`src/rtl/seg_disp_arbiter.sv`:
```
// Two-requester round-robin arbiter for a six-digit seven-segment display.
// Optional build macro SEG_LEADING_ZERO_BLANK_EN blanks leading zero digits above HEX0.
module seg_disp_arbiter #(
    parameter int HOLD_CYCLES = 50_000_000
) (
    input  logic        clk,
    input  logic        rst_n,
    input  logic [1:0]  req,
    input  logic [23:0] data0,
    input  logic [23:0] data1,
    output logic [1:0]  gnt,
    output logic [6:0]  HEX0,
    output logic [6:0]  HEX1,
    output logic [6:0]  HEX2,
    output logic [6:0]  HEX3,
    output logic [6:0]  HEX4,
    output logic [6:0]  HEX5
);

    typedef enum logic [1:0] {
        IDLE   = 2'd0,
        OWN    = 2'd1,
        SWITCH = 2'd2
    } state_t;

    localparam logic [31:0] HOLD_LAST = 32'(HOLD_CYCLES - 1);
    localparam logic [6:0]  SEG_BLANK = 7'b1111111;

    state_t      state_q, state_d;
    logic [1:0]  gnt_q, gnt_d;
    logic [31:0] cnt_q, cnt_d;
    logic        ptr_q, ptr_d;
    logic        owner_q, owner_d;
    logic [41:0] hex_q, hex_d;
    logic        other;

    function automatic logic [6:0] seg7(input logic [3:0] nib);
        logic [6:0] s;
        case (nib)
            4'h0:    s = 7'b1000000;
            4'h1:    s = 7'b1111001;
            4'h2:    s = 7'b0100100;
            4'h3:    s = 7'b0110000;
            4'h4:    s = 7'b0011001;
            4'h5:    s = 7'b0010010;
            4'h6:    s = 7'b0000010;
            4'h7:    s = 7'b1111000;
            4'h8:    s = 7'b0000000;
            4'h9:    s = 7'b0010000;
            4'hA:    s = 7'b0001000;
            4'hB:    s = 7'b0000011;
            4'hC:    s = 7'b1000110;
            4'hD:    s = 7'b0100001;
            4'hE:    s = 7'b0000110;
            default: s = 7'b0001110;
        endcase
        return s;
    endfunction

    function automatic logic [41:0] decode_word(input logic [23:0] d);
        logic [41:0] w;
`ifdef SEG_LEADING_ZERO_BLANK_EN
        logic        seen;
`endif
        w = '0;
        for (int n = 0; n < 6; n++) begin
            w[n*7 +: 7] = seg7(d[n*4 +: 4]);
        end
`ifdef SEG_LEADING_ZERO_BLANK_EN
        // Walk down from the top digit; HEX0 always shows its digit.
        seen = 1'b0;
        for (int n = 5; n >= 1; n--) begin
            if (d[n*4 +: 4] != 4'h0) begin
                seen = 1'b1;
            end
            if (!seen) begin
                w[n*7 +: 7] = SEG_BLANK;
            end
        end
`endif
        return w;
    endfunction

    assign other = ~owner_q;

    always_comb begin
        state_d = state_q;
        gnt_d   = gnt_q;
        cnt_d   = cnt_q;
        ptr_d   = ptr_q;
        owner_d = owner_q;
        case (state_q)
            IDLE: begin
                gnt_d = 2'b00;
                cnt_d = '0;
                if (req == 2'b11) begin
                    owner_d = ptr_q;
                    ptr_d   = ~ptr_q;
                end else if (req[0]) begin
                    owner_d = 1'b0;
                end else if (req[1]) begin
                    owner_d = 1'b1;
                end
                if (req != 2'b00) begin
                    state_d = OWN;
                    gnt_d   = owner_d ? 2'b10 : 2'b01;
                end
            end
            OWN: begin
                if (!req[owner_q]) begin
                    state_d = IDLE;
                    gnt_d   = 2'b00;
                    cnt_d   = '0;
                end else if (!req[other]) begin
                    cnt_d = '0;
                end else if (cnt_q >= HOLD_LAST) begin
                    // Break-before-make: one cycle with no grant before handing over.
                    state_d = SWITCH;
                    gnt_d   = 2'b00;
                    cnt_d   = '0;
                end else if (cnt_q != '1) begin
                    cnt_d = cnt_q + 32'd1;
                end
            end
            SWITCH: begin
                gnt_d = 2'b00;
                cnt_d = '0;
                if (req[other]) begin
                    state_d = OWN;
                    owner_d = other;
                    gnt_d   = other ? 2'b10 : 2'b01;
                end else begin
                    state_d = IDLE;
                end
            end
            default: begin
                state_d = IDLE;
                gnt_d   = 2'b00;
                cnt_d   = '0;
            end
        endcase
    end

    // Segments follow the owner only while it is still requesting.
    always_comb begin
        hex_d = hex_q;
        if (gnt_q[0] && req[0]) begin
            hex_d = decode_word(data0);
        end else if (gnt_q[1] && req[1]) begin
            hex_d = decode_word(data1);
        end
    end

    always_ff @(posedge clk) begin
        if (!rst_n) begin
            state_q <= IDLE;
            gnt_q   <= 2'b00;
            cnt_q   <= '0;
            ptr_q   <= 1'b0;
            owner_q <= 1'b0;
            hex_q   <= {6{SEG_BLANK}};
        end else begin
            state_q <= state_d;
            gnt_q   <= gnt_d;
            cnt_q   <= cnt_d;
            ptr_q   <= ptr_d;
            owner_q <= owner_d;
            hex_q   <= hex_d;
        end
    end

    assign gnt  = gnt_q;
    assign HEX0 = hex_q[6:0];
    assign HEX1 = hex_q[13:7];
    assign HEX2 = hex_q[20:14];
    assign HEX3 = hex_q[27:21];
    assign HEX4 = hex_q[34:28];
    assign HEX5 = hex_q[41:35];

endmodule

```
`config.mk`:
```
export PLATFORM = sky130hd
export DESIGN_NAME = seg_disp_arbiter
export DESIGN_NICKNAME = d
export VERILOG_FILES = /design/src/rtl/seg_disp_arbiter.sv
export SDC_FILE = /design/constraint.sdc
export NUM_CORES = 1
export LEC_CHECK = 0
export ABC_CLOCK_PERIOD_IN_PS = 7500
export CORE_ASPECT_RATIO = 2
export CORE_MARGIN = 1.5
export CORE_UTILIZATION = 35
export CTS_BUF_LIST = sky130_fd_sc_hd__clkbuf_4
export CTS_CLUSTER_SIZE = 8
export DETAILED_ROUTE_END_ITERATION = 16
export HOLD_SLACK_MARGIN = 0.08
export PLACE_DENSITY = 0.57
export SLEW_MARGIN = 20
export SYNTH_ARGS = -nofsm -noshare
export SYNTH_HDL_FRONTEND = slang
export SYNTH_SLANG_ARGS = --single-unit
export TNS_END_PERCENT = 10
```
`constraint.sdc`:
```
create_clock -name clk -period 7.5 [get_ports clk]
set_clock_uncertainty 0.2 [all_clocks]
set_input_delay 2.25 -clock clk [delete_from_list [all_inputs] [get_ports clk]]
set_output_delay 2.25 -clock clk [all_outputs]
set_load 0.02 [all_outputs]
```
# After elaboration in Yosys (flattened, before gate mapping)
# Memory sizes are Yosys's and may differ from the RTL's.
# Cells that the tools add are included.
# word_totals
register_bits	80
rom_bits	1344
wordCells	73
mem_count	12
out_inout_bits	44
# op_classes
muxes	26
eq_ne	8
bitwise	6
n_lt_le_gt_ge	3
reduce_logical	11
addsub	1
# memory_table
name	depth	word_bits	rd	rd_clocked_by_memory_dff	wr	line	rtl
(no name shown)	16	7	1	0	0	39	case (nib)
(no name shown)	16	7	1	0	0	39	
(no name shown)	16	7	1	0	0	39	
(no name shown)	16	7	1	0	0	39	
(no name shown)	16	7	1	0	0	39	
(no name shown)	16	7	1	0	0	39	
+6 memories	--	--	--	--	--	--	
# ops
op	n
42-bit two-way mux	2
32-bit by 1-bit adder with 32-bit output, second input constant	1
32-bit by 26-bit >= comparator with 1-bit output, second input constant	1
32-bit inequality test, second input constant	1
2-bit two-way mux	11
2-bit one-hot mux with 3 select lines	2
1-bit two-way mux	10
3-bit inequality test, second input constant	2
1-bit inverter	6
2-bit AND reduction	3
2-bit nonzero test	3
5-bit OR reduction	1
2-bit equality test, second input constant	2
1-bit by 2-bit less-than comparator with 1-bit output, second input constant	2
2-bit inequality test, second input constant	2
3-bit AND reduction	1
2-bit by 1-bit equality test with 1-bit output, second input constant	1
1-bit logical AND	2
2-bit zero test	1
1-bit one-hot mux with 2 select lines	1

# Depth between registers and ports, before layout
# depth
depth_word	7
mapped_depth	9
mapped_depth_nobuf	8

# Worst setup path before layout
# No wires, ideal clock.
# synth_timing
kind	input to register
from	in data0[2]
to	reg hex_q[3]
cell_stages	4
path_slack_ps	3924
n_path_buf	1
arrival_time_ps	3228
cell_sequence	clkbuf_1 -> mux4_2 -> nand2_1 -> o311ai_0
# synth_between
elab_chain_cells	2
# synth_rtl
element	line	rtl
start, declared	9	input logic [23:0] data0,
memory read 16 x 7 bit	--	
42-bit two-way mux	147	if (gnt_q[0] && req[0]) begin
end signal, assigned	161	hex_q <= {6{SEG_BLANK}};
end, declared	34	logic [41:0] hex_q, hex_d;
# Every way passes these cells.
# A chain may end at the register's enable or synchronous reset.

# Final worst setup path
# layout_timing
from	in req[1]
to	reg hex_q[0]
# layout_between
elab_chain_cells	2
# layout_rtl
element	line	rtl
start, declared	8	input logic [1:0] req,
1-bit logical AND	149	end else if (gnt_q[1] && req[1]) begin
2-bit nonzero test (no line)	--	
# Every way passes these cells.

==> results.toml <==
[hold_path]
min_path_cells = 1
min_path_type = "register to register"

[routing]
viasPerCell = 5.65
finalWirelength_um = 18300
drcViolationCount = 0
firstDrtPassIters = 7
wire_per_inst_um = 17.2
drt_iter0_markers = 243
num_vias = 5996
ant_nets = 0

[sta]
finalSetupViolations = 0
fin_crit_sh_pct = 59.6
fin_tns_setup_ps = 0
slew_violations = 0
fmax_mhz = 224
worst_pin_slew_ps = 1050
finalCriticalPeriod_ps = 4470
grt_setup_unrepaired = "no"
slew_headroom_pct = 30.2
finalHoldViolations = 0

[clock_network]
cts.clk_slew.worst_paths_ps = 130
root_buffer = "clkbuf_4"
numClockSinks = 80
numCtsBuffers = 9
cts_setup_buffers = 0
clkLatencyLatePin_ps = 450
hold_buffers = 0
tritoncts = "built"
cts_buffer_depth = 2
htreeDepth = 3
cts_resized = 0

[global_routing]
grt.met1_usage_pct = 18.1
grt_pass1_wl_um = 28800
grt_start_max_net_pins = 58
gr-max-usage-layer = "met2"
grtUsageMet2_pct = 38.1
grt.total_usage_pct = 18.8
antenna_found_initial = 1
overflow = 0
use_met3_pct = 4.00
first_global_vias = 5836

[worst_setup_path]
end_kind = "register"
worstPathRequired_ps = 7570
critPathLaunchType = "primary input"
crit_chain = "clkdlybuf4s50_1, and2_2, buf_4, o311ai_0, o211ai_1, nand3_1"
path_class = "primary input to register"
reg2reg_depth = 5
cp_max_fo = 45
critPathMaxStageDelay_ps = 850
cp.arrival_ps = 4540
slowest_stage = "and2_2"

[yosys]
synth_area_per_cell_um2 = 8.15
synth_seq_area_share_pct = 25.1
yosysUniqueCellTypes = 55
async_flop_share_pct = 0
synth_top_family_by_area = "simple AND/OR/NAND/NOR gates"
synth_ff_type = "dfxtp_1"
synth_compound_area_share_pct = 22.0
synth_xor_area_share_pct = 2.60
syn_area_mm2 = 0.00639
synth_edf_count = 0
synthCells = 784
synthMuxAreaShare_pct = 7.48
ys_ff_latch = 80
synth-simple-area-share_pct = 22.6
synth_adder_area_share_pct = 14.3
yosys_warnings = 0

[pwr]
ir_drop_mv = 0.0709
internal_power_uw = 722
clkPwrFrac_pct = 28.9
p_per_area_mw_per_mm2 = 139
p_leak_uw = 0.00301
p_comb_share_pct = 27.0
total_power_uw = 1050
pwr-share-seq_pct = 44.1
swShare_pct = 31.5
p_sw_uw = 332

[die]
die_area_mm2 = 0.0191
boundaryPins = 96
die_h_um = 194
die_w_um = 98.6
rows = 69
start_util_pct = 35.8
core_area_mm2 = 0.0179

[layout]
final_cell_mix = "nor2_1 (95), clkdlybuf4s50_1 (94), dfxtp_1 (80), o211ai_1 (75), ha_1 (73)"
syn2layout_area_growth_pct = 18.7
multi_input_area_mm2 = 0.00443
layout_commonest_cell = "nor2_1"
drive_gt1_share_pct = 5.31
finalNetCount = 968
seq_area_mm2 = 0.00160
nFillCells = 1840

[place]
io_buffers = 95
gp_congestion = 0.845
place_hpwl_um = 13600

[flow_run]
cap_violations = 0

[status]
outcome = "finished clean"
metal layers:
| metal | share of wire [%] | vias up |
|---|---|---|
| met1 | 37 | 2883 |
| met5 | 0 | - |
| met4 | 2.2 | 0 |
| li1 | - | 2968 |
| met2 | 57 | 114 |
| met3 | 3.7 | 31 |
state kept, by name (all words and copies together), names as in the netlist:
signal,count
owner_q,1
hex_q,42
cnt_q,32
state_q,2
gnt,2
ptr_q,1
cells in the mapped netlist (12+ instances only):
cell      number  area, um^2
clkbuf_1      40         150
nand2_1       64         240
a22oi_1       12        90.1
o211ai_1      75         563
nor3_1        13        65.1
nor2_1        95         357
nand4_1       14        87.6
dfxtp_1       80        1600
inv_1         41         154
nor2b_1       16         100
nand2b_1      29         181
a221o_1       12         120
o311ai_0      23         201
buf_1         12        45.0
mux2i_1       32         320
nand3_1       29         145
o21ai_0       13        65.1
ha_1          73         913
final timing paths:
kind	startpoint	slack, ps	to
worst max-delay path	req[1]	3030	hex_q[0]
worst min-delay path	cnt_q[10]	340	cnt_q[10]
worst max register to register	cnt_q[27]	4500	cnt_q[6]
worst min register to register	cnt_q[10]	340	cnt_q[10]
stage by stage:
step	instances	hold slack, ps	cell area (um^2)	setup slack, ps	utilization [%]
after floorplan	789	276	6410	3920	-
after global placement	1045	314	7420	2600	41.5
after detailed placement	1045	315	7420	2580	41.5
after CTS	1061	337	7580	3060	42.4
after global routing	1062	366	7580	2860	42.4
final	1062	344	7580	3030	42.4
worst max-delay path: cells and delay by family:
| family | cells | cell delay, ps |
|---|---|---|
| AO/OA/AOI/OAI | 2 | 290 |
| buffers and inverters | 2 | 1040 |
| AND/OR/NAND/NOR | 2 | 940 |
power groups by stage:
stage          logic, uW  registers [uW]  clock network (uW)
3_5_place_dp         286             474                   0
2_1_floorplan        151             492                   0
6_report             285             465                 304
4_1_cts              287             466                 313
3_3_place_gp         286             475                   0
5_1_grt              313             468                 329
cells by family after synthesis:
family,Yosys count
xor gates and xnor gates,19
AOI/OAI and AO/OA,182
other,1
adders and majority gates,73
and+or+nand+nor,293
DFF,80
buffers and inverters,96
muxes,40
final cells by class:
| cell class | instances | share of cell area, % |
|---|---|---|
| Antenna cell | 1 | 0.0330 |
| Tap cell | 213 | 3.51 |
| Clock inverter | 4 | 0.907 |
| Inverter | 41 | 2.03 |
| Multi-Input combinational cell | 613 | 58.4 |
| Sequential cell | 80 | 21.1 |
| Timing Repair Buffer | 98 | 12.8 |
| Clock buffer | 12 | 1.19 |
Power figures use the tool's default switching activity.
